`src/rtl/tester_ctrl_pkg.sv`:
```
// ============================================================================
// Module   : tester_ctrl_pkg
// Purpose  : Shared constants for the tester control AXI4-Lite slave. This
//            includes register offsets, response codes, the BURST_SIZE limit,
//            reset values and the byte-lane merge helpers.
// Options  : TESTER_CTRL_IRQ_EN (consumed by the regfile and the top level)
// Revision : 1.0 - initial release
// ============================================================================
`default_nettype none

package tester_ctrl_pkg;

    // Register byte offsets within the window.
    localparam logic [7:0] OFF_STATUS     = 8'h00;
    localparam logic [7:0] OFF_FINISHED   = 8'h04;
    localparam logic [7:0] OFF_DUT_CTRL   = 8'h08;
    localparam logic [7:0] OFF_BURST_SIZE = 8'h0C;

    // Word index of each register. This is the byte offset with bits [1:0] dropped.
    typedef enum logic [1:0] {
        REG_STATUS     = 2'd0,
        REG_FINISHED   = 2'd1,
        REG_DUT_CTRL   = 2'd2,
        REG_BURST_SIZE = 2'd3
    } reg_idx_e;

    // AXI response encodings.
    localparam logic [1:0] RESP_OKAY   = 2'b00;
    localparam logic [1:0] RESP_SLVERR = 2'b10;

    // The largest burst is 256 vectors. Writes of 0 or above 256 clamp to this value.
    localparam int unsigned BURST_MAX = 256;

    // Reset values.
    localparam logic [31:0] RST_DUT_CTRL   = 32'h0000_0000;
    localparam logic [8:0]  RST_BURST_SIZE = 9'd1;

    // Replace the bytes of old_v whose WSTRB lane is set.
    function automatic logic [31:0] strb_merge(input logic [31:0] old_v,
                                               input logic [31:0] new_v,
                                               input logic [3:0]  strb);
        logic [31:0] r;
        r = old_v;
        for (int b = 0; b < 4; b++) begin
            if (strb[b]) r[8*b +: 8] = new_v[8*b +: 8];
        end
        return r;
    endfunction

    // Clamp a merged BURST_SIZE value into the range 1..256.
    function automatic logic [8:0] sat_burst(input logic [31:0] v);
        if ((v == 32'd0) || (v > BURST_MAX)) return 9'(BURST_MAX);
        return v[8:0];
    endfunction

endpackage

`default_nettype wire

```
`src/rtl/tester_ctrl_regfile.sv`:
```
// ============================================================================
// Module   : tester_ctrl_regfile
// Purpose  : Register storage for the tester control block. This covers the
//            WSTRB merge, the go_start edge pulse, the FINISHED latch and the
//            optional interrupt.
// Options  : TESTER_CTRL_IRQ_EN adds irq_enable (STATUS bit1) and irq_o
// Revision : 1.0 - initial release
// ============================================================================
`default_nettype none

module tester_ctrl_regfile
    import tester_ctrl_pkg::*;
(
    input  logic        clk_i,
    input  logic        rst_ni,
    input  logic        wr_en_i,
    input  logic [1:0]  wr_idx_i,
    input  logic [31:0] wdata_i,
    input  logic [3:0]  wstrb_i,
    input  logic [1:0]  rd_idx_i,
    output logic [31:0] rd_data_o,
    input  logic        fsm_done_i,
    output logic        go_o,
    output logic        go_start_o,
    output logic [31:0] dut_ctrl_o,
`ifdef TESTER_CTRL_IRQ_EN
    output logic        irq_o,
`endif
    output logic [8:0]  burst_size_o
);

    logic        go_q, go_d;
    logic        go_start_q;
    logic        fin_q, fin_d;
    logic [31:0] dut_ctrl_q, dut_ctrl_d;
    logic [8:0]  burst_q, burst_d;
    logic        status_wr;
    logic        irq_en_q, irq_en_d;
`ifdef TESTER_CTRL_IRQ_EN
    logic        irq_q;
`endif

    assign status_wr = wr_en_i && (reg_idx_e'(wr_idx_i) == REG_STATUS);

    // Next-state for every register. A set from fsm_done takes priority over a clear from the go=0 write.
    always_comb begin
        go_d       = go_q;
        fin_d      = fin_q;
        dut_ctrl_d = dut_ctrl_q;
        burst_d    = burst_q;
        irq_en_d   = irq_en_q;
        if (status_wr && wstrb_i[0]) begin
            go_d = wdata_i[0];
`ifdef TESTER_CTRL_IRQ_EN
            irq_en_d = wdata_i[1];
`endif
        end
        if (wr_en_i && (reg_idx_e'(wr_idx_i) == REG_DUT_CTRL))
            dut_ctrl_d = strb_merge(dut_ctrl_q, wdata_i, wstrb_i);
        if (wr_en_i && (reg_idx_e'(wr_idx_i) == REG_BURST_SIZE))
            burst_d = sat_burst(strb_merge({23'd0, burst_q}, wdata_i, wstrb_i));
        if (fsm_done_i && go_q)
            fin_d = 1'b1;
        else if (status_wr && wstrb_i[0] && !wdata_i[0])
            fin_d = 1'b0;
    end

    // Register state. go_start fires on the edge where go moves from 0 to 1.
    always_ff @(posedge clk_i or negedge rst_ni) begin
        if (!rst_ni) begin
            go_q       <= 1'b0;
            go_start_q <= 1'b0;
            fin_q      <= 1'b0;
            dut_ctrl_q <= RST_DUT_CTRL;
            burst_q    <= RST_BURST_SIZE;
            irq_en_q   <= 1'b0;
        end else begin
            go_q       <= go_d;
            go_start_q <= go_d && !go_q;
            fin_q      <= fin_d;
            dut_ctrl_q <= dut_ctrl_d;
            burst_q    <= burst_d;
            irq_en_q   <= irq_en_d;
        end
    end

`ifdef TESTER_CTRL_IRQ_EN
    // The interrupt is a registered copy of FINISHED gated by irq_enable.
    always_ff @(posedge clk_i or negedge rst_ni) begin
        if (!rst_ni) irq_q <= 1'b0;
        else         irq_q <= fin_q && irq_en_q;
    end
    assign irq_o = irq_q;
`endif

    // Read mux. Unused bits read as zero.
    always_comb begin
        rd_data_o = 32'd0;
        case (reg_idx_e'(rd_idx_i))
            REG_STATUS:     rd_data_o = {30'd0, irq_en_q, go_q};
            REG_FINISHED:   rd_data_o = {31'd0, fin_q};
            REG_DUT_CTRL:   rd_data_o = dut_ctrl_q;
            REG_BURST_SIZE: rd_data_o = {23'd0, burst_q};
            default:        rd_data_o = 32'd0;
        endcase
    end

    assign go_o         = go_q;
    assign go_start_o   = go_start_q;
    assign dut_ctrl_o   = dut_ctrl_q;
    assign burst_size_o = burst_q;

endmodule

`default_nettype wire

```
`src/rtl/tester_ctrl_axil_slave.sv`:
```
// ============================================================================
// Module   : tester_ctrl_axil_slave
// Purpose  : AXI4-Lite slave front end for the tester controller. It handles
//            the channel handshakes, address decode and responses. Register
//            storage lives in tester_ctrl_regfile.
// Options  : TESTER_CTRL_IRQ_EN adds the irq output and STATUS bit1
// Revision : 1.0 - initial release
// ============================================================================
`default_nettype none

module tester_ctrl_axil_slave
    import tester_ctrl_pkg::*;
#(
    parameter int C_S_AXI_DATA_WIDTH = 32,
    parameter int C_S_AXI_ADDR_WIDTH = 5
) (
    input  logic                          ACLK,
    input  logic                          ARESETN,
    input  logic [C_S_AXI_ADDR_WIDTH-1:0] S_AXI_AWADDR,
    input  logic                          S_AXI_AWVALID,
    output logic                          S_AXI_AWREADY,
    input  logic [C_S_AXI_DATA_WIDTH-1:0] S_AXI_WDATA,
    input  logic [3:0]                    S_AXI_WSTRB,
    input  logic                          S_AXI_WVALID,
    output logic                          S_AXI_WREADY,
    output logic [1:0]                    S_AXI_BRESP,
    output logic                          S_AXI_BVALID,
    input  logic                          S_AXI_BREADY,
    input  logic [C_S_AXI_ADDR_WIDTH-1:0] S_AXI_ARADDR,
    input  logic                          S_AXI_ARVALID,
    output logic                          S_AXI_ARREADY,
    output logic [C_S_AXI_DATA_WIDTH-1:0] S_AXI_RDATA,
    output logic [1:0]                    S_AXI_RRESP,
    output logic                          S_AXI_RVALID,
    input  logic                          S_AXI_RREADY,
    output logic                          go,
    output logic                          go_start,
    input  logic                          fsm_done,
    output logic [31:0]                   dut_ctrl,
`ifdef TESTER_CTRL_IRQ_EN
    output logic                          irq,
`endif
    output logic [8:0]                    burst_size
);

    logic        awready_q, bvalid_q, arready_q, rvalid_q;
    logic [1:0]  bresp_q, rresp_q;
    logic [31:0] rdata_q;
    logic [31:0] rf_rdata;
    logic        wr_acc, rd_acc, wr_mapped, rd_mapped;
    logic        unused_addr_lsbs;

    // Only the first four words of the window are mapped. The byte-lane bits are don't-care.
    assign wr_mapped        = (S_AXI_AWADDR >> 4) == '0;
    assign rd_mapped        = (S_AXI_ARADDR >> 4) == '0;
    assign wr_acc           = awready_q && S_AXI_AWVALID && S_AXI_WVALID;
    assign rd_acc           = arready_q && S_AXI_ARVALID;
    assign unused_addr_lsbs = ^{S_AXI_AWADDR[1:0], S_AXI_ARADDR[1:0]};

    // Write channel. The ready pulse is one cycle long and is only offered while no B response is pending.
    always_ff @(posedge ACLK or negedge ARESETN) begin
        if (!ARESETN) begin
            awready_q <= 1'b0;
            bvalid_q  <= 1'b0;
            bresp_q   <= RESP_OKAY;
        end else begin
            awready_q <= S_AXI_AWVALID && S_AXI_WVALID && !bvalid_q && !awready_q;
            if (wr_acc) begin
                bvalid_q <= 1'b1;
                bresp_q  <= wr_mapped ? RESP_OKAY : RESP_SLVERR;
            end else if (bvalid_q && S_AXI_BREADY) begin
                bvalid_q <= 1'b0;
            end
        end
    end

    // Read channel. Data is captured at accept, so a write accepted on the same edge is not yet visible.
    always_ff @(posedge ACLK or negedge ARESETN) begin
        if (!ARESETN) begin
            arready_q <= 1'b0;
            rvalid_q  <= 1'b0;
            rresp_q   <= RESP_OKAY;
            rdata_q   <= 32'd0;
        end else begin
            arready_q <= S_AXI_ARVALID && !rvalid_q && !arready_q;
            if (rd_acc) begin
                rvalid_q <= 1'b1;
                rresp_q  <= rd_mapped ? RESP_OKAY : RESP_SLVERR;
                rdata_q  <= rd_mapped ? rf_rdata : 32'd0;
            end else if (rvalid_q && S_AXI_RREADY) begin
                rvalid_q <= 1'b0;
            end
        end
    end

    tester_ctrl_regfile u_regfile (
        .clk_i        (ACLK),
        .rst_ni       (ARESETN),
        .wr_en_i      (wr_acc && wr_mapped),
        .wr_idx_i     (S_AXI_AWADDR[3:2]),
        .wdata_i      (S_AXI_WDATA[31:0]),
        .wstrb_i      (S_AXI_WSTRB),
        .rd_idx_i     (S_AXI_ARADDR[3:2]),
        .rd_data_o    (rf_rdata),
        .fsm_done_i   (fsm_done),
        .go_o         (go),
        .go_start_o   (go_start),
        .dut_ctrl_o   (dut_ctrl),
`ifdef TESTER_CTRL_IRQ_EN
        .irq_o        (irq),
`endif
        .burst_size_o (burst_size)
    );

    assign S_AXI_AWREADY = awready_q;
    assign S_AXI_WREADY  = awready_q;
    assign S_AXI_BVALID  = bvalid_q;
    assign S_AXI_BRESP   = bresp_q;
    assign S_AXI_ARREADY = arready_q;
    assign S_AXI_RVALID  = rvalid_q;
    assign S_AXI_RRESP   = rresp_q;
    assign S_AXI_RDATA   = rdata_q;

endmodule

`default_nettype wire

```
`config.mk`:
```
export PLATFORM = sky130hd
export DESIGN_NAME = tester_ctrl_axil_slave
export DESIGN_NICKNAME = d
export VERILOG_FILES = /design/src/rtl/tester_ctrl_pkg.sv /design/src/rtl/tester_ctrl_regfile.sv /design/src/rtl/tester_ctrl_axil_slave.sv
export SDC_FILE = /design/constraint.sdc
export NUM_CORES = 1
export LEC_CHECK = 0
export CORE_ASPECT_RATIO = 2
export CORE_MARGIN = 3
export CORE_UTILIZATION = 39
export CTS_BUF_LIST = sky130_fd_sc_hd__clkbuf_8 sky130_fd_sc_hd__clkbuf_16
export DETAILED_ROUTE_END_ITERATION = 8
export PLACE_DENSITY_LB_ADDON = 0.2
export SYNTH_ARGS = -nofsm -noshare
export SYNTH_HDL_FRONTEND = slang
export SYNTH_SLANG_ARGS = --single-unit
```
`constraint.sdc`:
```
create_clock -name ACLK -period 1.85 [get_ports ACLK]
set_clock_uncertainty 0.2 [all_clocks]
set_input_delay 0.2775 -clock ACLK [delete_from_list [all_inputs] [get_ports ACLK]]
set_output_delay 0.2775 -clock ACLK [all_outputs]
set_load 0.01 [all_outputs]
```
==> Yosys cells after proc, flatten, opt, wreduce, memory -nomap -nowiden <==
Cells that the tools add are included.
Widths: inputs -> output; s select.
{ "totals": {"ff_bits": 84, "latchBits": 0, "ram_bits": 0, "mem_bits_ro": 0, "inputBits": 54, "output_inout_bits": 84, "wordCells": 81, "memories": 0} }
{ "classes": {"n_addsub": 0, "mul": 0, "div": 0, "magnitude_cmp": 1, "eq_ne": 5, "n_shift": 0, "muxes": 23, "bitwise": 0, "reduce_logical": 37} }
{ "op_table": {"columns": ["op", "n"], "rows": [
  ["$pmux 32 s4", 1],
  ["$mux 8", 8],
  ["$gt 32x9->1 const B", 1],
  ["$logic_not 32->1", 1],
  ["$mux 32", 1],
  ["$logic_and 1x1->1", 18],
  ["$mux 9", 2],
  ["$logic_not 5->1", 2],
  ["$mux 1", 9],
  ["$eq 2x2->1 const B", 4],
  ["$reduce_and 2->1", 4],
  ["$logic_not 1->1", 6],
  ["$reduce_bool 2->1", 3],
  ["$logic_not 2->1", 2],
  ["$mux 2", 2],
  ["$eq 2x1->1 const B", 1],
  ["$logic_or 1x1->1", 1]
]} }

==> Depth between registers and ports, before layout <==
Gate-level depths: netlist (run 1).
{ "logic_depth": {"ltp_word": 10, "depth_mapped": 6, "depth_no_buf": 5} }

==> By module <==
Synthesis (run 1) repeated with hierarchy kept, for this count alone.
{ "hier_totals": {"hier_cells": 323, "hier_area_um2": 3988.8} }
{ "by_module_without_submodules": {"columns": ["module", "n_inst", "cells_each", "area_per_inst_um2", "seq_area_each_um2"], "rows": [
  ["tester_ctrl_regfile", 1, 199, 2316.0, 1102.3],
  ["tester_ctrl_axil_slave", 1, 124, 1672.9, 950.9]
]} }

==> Least setup slack after synthesis (run 1) <==
No wires, ideal clock.
{ "synth_path": {"path_type": "input to register", "startpoint": "input port S_AXI_WDATA[12]", "endpoint": "register u_regfile.burst_q[8] (netlist: u_regfile.burst_size_o[8])", "setup_ns": 0.145, "arrival_time_ns": 1.579, "required_ns": 1.505, "setup_slack_ns": -0.074, "path_stages": 5, "path_buffers": 0, "cell_sequence": "or4_4 -> o41ai_2 -> nand2_1 -> a211oi_4 -> a32oi_1"} }
{ "synth_between": {"elab_chain_len": 7, "elab_cells_between_ends": 8, "classes_between": "order compare: 1; mux: 5; reduce/logical: 2"} }
{ "synth_rtl": {"columns": ["element", "line_no", "source"], "rows": [
  ["start, declared", "tester_ctrl_axil_slave.sv:22", "input logic [C_S_AXI_DATA_WIDTH-1:0] S_AXI_WDATA,"],
  ["$mux 8 *", "tester_ctrl_pkg.sv:45", "if (strb[b]) r[8*b +: 8] = new_v[8*b +: 8];"],
  ["$mux 8 *", "tester_ctrl_regfile.sv:60", "if (wr_en_i && (reg_idx_e'(wr_idx_i) == REG_BURST_SIZE))"],
  ["$gt 32x9->1 / $logic_not 32->1 (equally long branches)", "tester_ctrl_pkg.sv:52", "if ((v == 32'd0) || (v > BURST_MAX)) return 9'(BURST_MAX);"],
  ["$logic_or 1x1->1 *", "tester_ctrl_pkg.sv:52", null],
  ["$mux 1 *", "tester_ctrl_pkg.sv:52", null],
  ["$mux 1 *", "tester_ctrl_regfile.sv:60", null],
  ["$mux 9 *", "tester_ctrl_pkg.sv:53", "return v[8:0];"],
  ["end signal, assigned", "tester_ctrl_regfile.sv:82", "burst_q <= burst_d;"],
  ["end, declared", "tester_ctrl_regfile.sv:36", "logic [8:0] burst_q, burst_d;"]
]} }
Mark *: on every way between the ends. The rest lies on a longest branch, timed or not. The select of a mux whose other input is x is not followed.
A chain may end at the register's enable or synchronous reset.

==> Worst setup path after layout (run 1) <==
{ "layout_path": {"startpoint": "register u_regfile.burst_q[0] (netlist: u_regfile.burst_size_o[0])", "endpoint": "register u_regfile.burst_q[2] (netlist: u_regfile.burst_size_o[2])"} }
{ "layout_between": {"elab_chain_len": 7, "elab_cells_between_ends": 8, "classes_between": "order compare: 1; mux: 5; reduce/logical: 2"} }
{ "layout_rtl": {"columns": ["element", "line_no"], "rows": [
  ["$mux 8 *", "tester_ctrl_pkg.sv:45"],
  ["$mux 8 *", "tester_ctrl_regfile.sv:60"],
  ["$gt 32x9->1 / $logic_not 32->1 (equally long branches)", "tester_ctrl_pkg.sv:52"],
  ["$logic_or 1x1->1 *", "tester_ctrl_pkg.sv:52"],
  ["$mux 1 *", "tester_ctrl_pkg.sv:52"],
  ["$mux 1 *", "tester_ctrl_regfile.sv:60"],
  ["$mux 9 *", "tester_ctrl_pkg.sv:53"]
]} }
Marks and branches as above.

==> impl_metrics.csv, run 1 <==
group,metric,value,unit
status,status,"complete, but fails checks",
status,violations,"setup timing",
grt,grt_max_degree,40,
power_and_ir_drop,leakage,2.610,nW
grt,grt_pass1_vias,2914,
final_layout,fillers,669,
floorplanning,core-area,8351,µm²
final_layout,stdcell_count,516,
setup_path,crit_type,"reg -> reg",
cts,cts_tree,"yes",
final_layout,diodes,0,
setup_path,worst_ep_required_time,1.86,ns
timing,hold_viol,0,
power_and_ir_drop,irDropWorstVdd,0.7495,mV
min_path,worstHoldStart,"S_AXI_WDATA[20]",
route,avgViaCountPerCell,5.254,
setup_path,cp_data_arrival_time,1.89,ns
cts,post_cts_buffers,0,
route,drt_iter0_markers,98,
setup_path,reg2regPathDepth,5,
final_layout,synthToLayoutAreaGrowth,62.87,%
yosys,synth_area_per_cell,13.98,µm²
floorplanning,die_h,137.5,µm
cts,clk_latency,0.33,ns
grt,gr-usage-all-layers,19.35,%
route,dr.pass1.iters,4,
final_layout,drive_above_1_share,29.19,%
yosys,yosysWarnings,0,
placement,pre_cts_ws,-0.5828,ns
cts,clockRootBuffer,"clkbuf_16",
placement,dpl.hpwl,7130,µm
min_path,hp-class,"in -> reg",
timing,fin_ws,-0.03071,ns
timing,setup_tns,-0.05235,ns
timing,period_minus_slack,1.881,ns
grt,grt_first_pass_wirelength,14410,µm
cts,clk_pin_slew_worst_paths,0.06,ns
yosys,syn_area,3369,µm²
timing,setup_viol,2,
setup_path,cp_max_fo,8,
setup_path,worstSetupEndpointType,"register",
grt,overflow,0,
yosys,synthDistinctLibCells,31,
final_layout,fin_nets,467,
timing,max_freq,531.7,MHz
route,wl,9334,µm
setup_path,reg2reg_to,"u_regfile.burst_size_o[2]$_DFFE_PN0P_",
floorplanning,start_util,40.35,%
min_path,hold_depth,2,
grt,antenna_found_initial,0,
cts,clock_sinks,82,
placement,place_congestion,0.7868,
placement,dp_cells,495,
floorplanning,die_width,71.73,µm
yosys,syn_inst,241,
floorplanning,rows,47,
route,wl_per_cell,18.09,µm
yosys,seq_area_frac_synth,60.94,%
placement,io_buffers,131,
yosys,ys_ff_latch,82,
cts,clock_path_buffers,2,
timing,slew_violations,0,
flow_run,max_cap_violations,0,
timing,grt_setup_unrepaired,"true",
setup_path,r2r-start,"u_regfile.burst_size_o[0]$_DFFE_PN1P_",
min_path,hold_end,"u_regfile.dut_ctrl_o[20]$_DFFE_PN0P_",
route,drc_errors,0,
timing,post-route-period-util,101.7,%
route,antenna_left,0,
power_and_ir_drop,p_per_area,785.2,nW/µm²
setup_path,r2r_slack,-0.03,ns
cts,h-tree-depth,3,
final_layout,utilization,65.72,%
route,num_vias,2711,
cts,cts_buffers,9,
floorplanning,die-area,9859,µm²
setup_path,crit_path_start_kind,"register",
floorplanning,io_pins,138,
timing,hold_ws,0.02908,ns
-- cell usage in the layout, fill, tap and decap left out, types with 2 or more instances in the layout --
| cell type | count |
|---|---|
| clkbuf_16 | 9 |
| nor3b_1 | 2 |
| dlygate4sd3_1 | 4 |
| nand4b_1 | 2 |
| dlygate4sd2_1 | 11 |
| a32o_1 | 8 |
| inv_1 | 4 |
| conb_1 | 2 |
| clkinv_2 | 4 |
| dfrtp_1 | 77 |
| nor4_2 | 2 |
| dfrtp_2 | 4 |
| nor2_1 | 3 |
| clkdlybuf4s50_1 | 109 |
| buf_6 | 4 |
| buf_12 | 4 |
| mux2_2 | 43 |
| a22o_1 | 25 |
| nor3_1 | 2 |
| buf_4 | 30 |
| or4_4 | 4 |
| buf_2 | 3 |
| dlymetal6s2s_1 | 6 |
| o21ai_0 | 10 |
| nand2_1 | 17 |
| mux2i_1 | 9 |
-- critical path, stage by stage (launching register included) --
cell and delay [ns]:
dfstp_2 0.37, or4_4 0.53, o22ai_4 0.14, nand2_4 0.09, xnor2_4 0.16, a32o_1 0.27
-- per-layer routing --
metal	track usage (%)	up-vias	routed length, µm
li1	-	1244	-
met1	19.14	1365	3157
met2	36.63	91	5416
met3	6.501	11	611
met4	6.590	0	148
met5	0	-	0
-- synthesized netlist by cell type, drive strengths merged --
cell    count  area share (%)
o22ai       1            0.19
dfrtp      81              60
mux4        1            0.67
or4         4             1.0
a211oi      1            0.59
clkbuf      8            0.89
a21o        1            0.22
a32oi       1            0.26
xnor2       1            0.48
inv         3            0.33
a22o       25             6.5
dfstp       1            0.78
nand4b      3            0.97
o21ai      11             1.6
nor2        4            0.45
and3        2            0.37
buf         4            0.78
or4b        1            0.30
a32o        8             2.4
o41ai       1            0.48
mux2       43              14
conb        1            0.11
nor3b       2            0.45
mux2i       9             2.7
nor4        3            0.56
nor3        2            0.30
nand2      19             2.1
-- area by class of cell --
type	instances	area, µm²	share of cell area, %
flip-flops and latches	82	2058	37.51
repair buffers	172	1679	30.60
multi-input cells	145	1330	24.24
clock buffers	9	225.2	4.104
well taps	98	122.6	2.234
clock inverters	7	61.31	1.117
inverters	3	11.26	0.2052
-- where the power goes --
part           leakage [nW]  switching [mW]  total [mW]  internal [mW]
Combinational          1.35           0.262       0.648          0.386
Sequential             1.11          0.0675        1.96           1.89
Clock                 0.146           0.673        1.70           1.03
Total                  2.61            1.00        4.31           3.31
-- per-stage QoR --
| step | area, µm² | total power [mW] |
|---|---|---|
| floorplan | 3373 | 2.190 |
| global placement | 5071 | 2.618 |
| detailed placement | 5071 | 2.632 |
| CTS | 5426 | 4.355 |
| global route | 5488 | 4.488 |
| finish | 5488 | 4.309 |
-- cells by family after synthesis --
family | after synthesis | share of synthesized area, %
DFF | 82 | 60.94
muxes | 53 | 17.71
AOI/OAI and AO/OA | 49 | 12.25
and+or+nand+nor | 40 | 6.498
buffers and inverters | 15 | 2.005
xor gates and xnor gates | 1 | 0.4829
other | 1 | 0.1113
-- repair_timing --
action                                  4_1_cts  5_1_grt
hold buffers                                  4        0
gates cloned                                  1        0
hold endpoints to repair                     84        0
resized for setup                            35       19
pin swaps                                    14       11
endpoints found under the setup margin       10       46
-- how the worst max path moves through the flow --
stage	from	slack [ns]	cells past startpoint	endpoint
global route	u_regfile.burst_size_o[1]$_DFFE_PN0P_	-0.08	5	u_regfile.burst_size_o[2]$_DFFE_PN0P_
global placement	S_AXI_WSTRB[0]	-0.51	6	u_regfile.burst_size_o[2]$_DFFE_PN0P_
detailed placement	S_AXI_WDATA[12]	-0.58	7	u_regfile.burst_size_o[2]$_DFFE_PN0P_
floorplan	S_AXI_AWREADY$_DFF_PN0_	-0.05	6	u_regfile.dut_ctrl_o[0]$_DFFE_PN0P_
finish	u_regfile.burst_size_o[0]$_DFFE_PN1P_	-0.03	5	u_regfile.burst_size_o[2]$_DFFE_PN0P_
CTS	S_AXI_WDATA[15]	-0.06	7	u_regfile.burst_size_o[7]$_DFFE_PN0P_
(Power assumes the default switching activity.)
==> run 2, diff against run 1 <==
--- a/config.mk
+++ b/config.mk
@@ -11,6 +11,7 @@
 export CTS_BUF_LIST = sky130_fd_sc_hd__clkbuf_8 sky130_fd_sc_hd__clkbuf_16
 export DETAILED_ROUTE_END_ITERATION = 8
 export PLACE_DENSITY_LB_ADDON = 0.2
+export SLEW_MARGIN = 20
 export SYNTH_ARGS = -nofsm -noshare
 export SYNTH_HDL_FRONTEND = slang
 export SYNTH_SLANG_ARGS = --single-unit
==> results of run 2 <==
The final DEF is identical to that of run 1; final timing and power are the same.
==> run 3, diff against run 2 <==
--- a/config.mk
+++ b/config.mk
@@ -9,9 +9,10 @@
 export CORE_MARGIN = 3
 export CORE_UTILIZATION = 39
 export CTS_BUF_LIST = sky130_fd_sc_hd__clkbuf_8 sky130_fd_sc_hd__clkbuf_16
+export CTS_CLUSTER_SIZE = 14
 export DETAILED_ROUTE_END_ITERATION = 8
 export PLACE_DENSITY_LB_ADDON = 0.2
-export SLEW_MARGIN = 20
+export SKIP_LAST_GASP = 1
 export SYNTH_ARGS = -nofsm -noshare
 export SYNTH_HDL_FRONTEND = slang
 export SYNTH_SLANG_ARGS = --single-unit
==> impl_metrics.csv, run 3 (synthesized netlist as in run 1, its figures left out) <==
group,metric,value,unit
power_and_ir_drop,intPower,3.307,mW
timing,fin_ws,-0.03017,ns
floorplanning,die_h,137.5,µm
power_and_ir_drop,seqPwrFrac,45.5,%
timing,slew_violations,0,
cts,cts_tree,"yes",
route,antenna_left,0,
final_layout,stdcell_count,516,
floorplanning,die-area,9859,µm²
power_and_ir_drop,irDropWorstVdd,0.7495,mV
route,num_vias,2722,
setup_path,cp_data_arrival_time,1.89,ns
setup_path,reg2regPathDepth,5,
setup_path,r2r-start,"u_regfile.burst_size_o[0]$_DFFE_PN1P_",
route,avgViaCountPerCell,5.275,
setup_path,worst_ep_required_time,1.86,ns
placement,dpl.hpwl,7130,µm
final_layout,fin_nets,467,
route,drc_errors,0,
min_path,hold_depth,2,
grt,grt_first_pass_wirelength,14410,µm
route,dr.pass1.iters,4,
status,status,"complete, but fails checks",
cts,cts_buffers,9,
power_and_ir_drop,leakage,2.574,nW
power_and_ir_drop,total_power,4.309,mW
timing,setup_viol,2,
timing,max_freq,531.9,MHz
placement,io_buffers,131,
floorplanning,core-area,8351,µm²
grt,overflow,0,
timing,hold_viol,0,
placement,place_congestion,0.7868,
grt,grt_max_degree,40,
setup_path,crit_type,"reg -> reg",
floorplanning,die_width,71.73,µm
timing,post-route-period-util,101.6,%
min_path,hp-class,"in -> reg",
cts,h-tree-depth,3,
placement,dp_cells,495,
route,wl_per_cell,18.05,µm
timing,grt_setup_unrepaired,"true",
min_path,worstHoldStart,"S_AXI_WDATA[20]",
final_layout,layout_common_cells,"clkdlybuf4s50_1, dfrtp_1, mux2_2, buf_4, a22o_1",
setup_path,crit_path_start_kind,"register",
final_layout,drive_above_1_share,28.95,%
final_layout,final_common_cell,"clkdlybuf4s50_1",
power_and_ir_drop,pwr-share-clk,39.5,%
grt,antenna_found_initial,0,
cts,clock_sinks,82,
setup_path,cp_max_fo,8,
power_and_ir_drop,comb_power_share,15.0,%
final_layout,diodes,0,
power_and_ir_drop,switching_share,23.25,%
route,wl,9315,µm
power_and_ir_drop,p_sw,1.002,mW
final_layout,synthToLayoutAreaGrowth,62.68,%
cts,clk_pin_slew_worst_paths,0.06,ns
floorplanning,io_pins,138,
cts,clock_path_buffers,2,
power_and_ir_drop,p_per_area,786.1,nW/µm²
grt,grt_pass1_vias,2914,
setup_path,worstSetupEndpointType,"register",
flow_run,max_cap_violations,0,
final_layout,fillers,671,
setup_path,cp-startpoint,"u_regfile.burst_size_o[0]$_DFFE_PN1P_",
status,violations,"setup timing",
cts,clockRootBuffer,"clkbuf_16",
cts,post_cts_buffers,0,
cts,clk_latency,0.33,ns
floorplanning,start_util,40.35,%
timing,period_minus_slack,1.880,ns
route,drt_iter0_markers,109,
floorplanning,rows,47,
grt,gr-usage-all-layers,19.35,%
run 3: cell count changes in the layout (fill, tap and decap cells not counted):
cell	before	now
dfrtp_2	4	3
clkdlybuf4s50_1	109	111
dfrtp_1	77	78
dlymetal6s2s_1	6	4
run 3: layout make-up:
cell class	count	area (µm²)	share of cell area (%)
Clock buffer	9	225.2	4.109
Clock inverter	7	61.31	1.118
Inverter	3	11.26	0.2054
Multi-Input combinational cell	145	1330	24.26
Sequential cell	82	2057	37.53
Tap cell	98	122.6	2.237
Timing Repair Buffer	172	1674	30.54
run 3: power groups by stage:
stage / sequential, mW / clock, mW / combinational, mW
global route: 1.97 / 1.82 / 0.695
CTS: 1.96 / 1.74 / 0.650
detailed placement: 1.99 / 0 / 0.641
global placement: 1.99 / 0 / 0.633
floorplan: 2.02 / 0 / 0.166
finish: 1.96 / 1.70 / 0.647
run 3: routing by layer:
layer | track usage [%] | wire length (µm) | vias up
met1 | 19.14 | 3118 | 1371
met5 | 0 | 0 | -
met2 | 36.63 | 5418 | 95
met4 | 6.590 | 148 | 0
met3 | 6.501 | 628 | 11
li1 | - | - | 1245
run 3: final timing paths:
| path | endpoint | slack (ns) |
|---|---|---|
| min reg2reg | S_AXI_AWREADY$_DFF_PN0_ | 0.27 |
| min in group asynchronous | u_regfile.dut_ctrl_o[18]$_DFFE_PN0P_ | 0.15 |
| max in group asynchronous | u_regfile.burst_size_o[0]$_DFFE_PN1P_ | 0.76 |
| max reg2reg | u_regfile.burst_size_o[2]$_DFFE_PN0P_ | -0.03 |
| max | u_regfile.burst_size_o[2]$_DFFE_PN0P_ | -0.03 |
| min | u_regfile.dut_ctrl_o[20]$_DFFE_PN0P_ | 0.03 |
run 3: repair_timing:
action                                  4_1_cts  5_1_grt
gates cloned                                  1        0
pin swaps                                    14       11
hold buffers                                  4        0
endpoints found under the setup margin       10       46
gates resized for setup                      35       16
endpoints found under the hold margin        84        0
run 3: critical path, cell delays in order, from the launching register on:
cell and delay (ns):
dfstp_2 0.37, or4_4 0.53, o22ai_4 0.14, nand2_4 0.09, xnor2_4 0.16, a32o_1 0.27
run 3: through the flow:
stage	util, %	instance area [µm²]	hold WS, ns	worst slack, ns	setup TNS [ns]
after floorplan	-	3373	-0.2181	-0.05093	-1.755
after global placement	60.73	5071	-0.04199	-0.5060	-13.78
after detailed placement	60.73	5071	-0.04125	-0.5828	-15.10
after CTS	64.98	5426	0.1079	-0.06428	-0.4334
after global routing	65.64	5482	0.03195	-0.08111	-0.5380
final	65.64	5482	0.02907	-0.03017	-0.05140
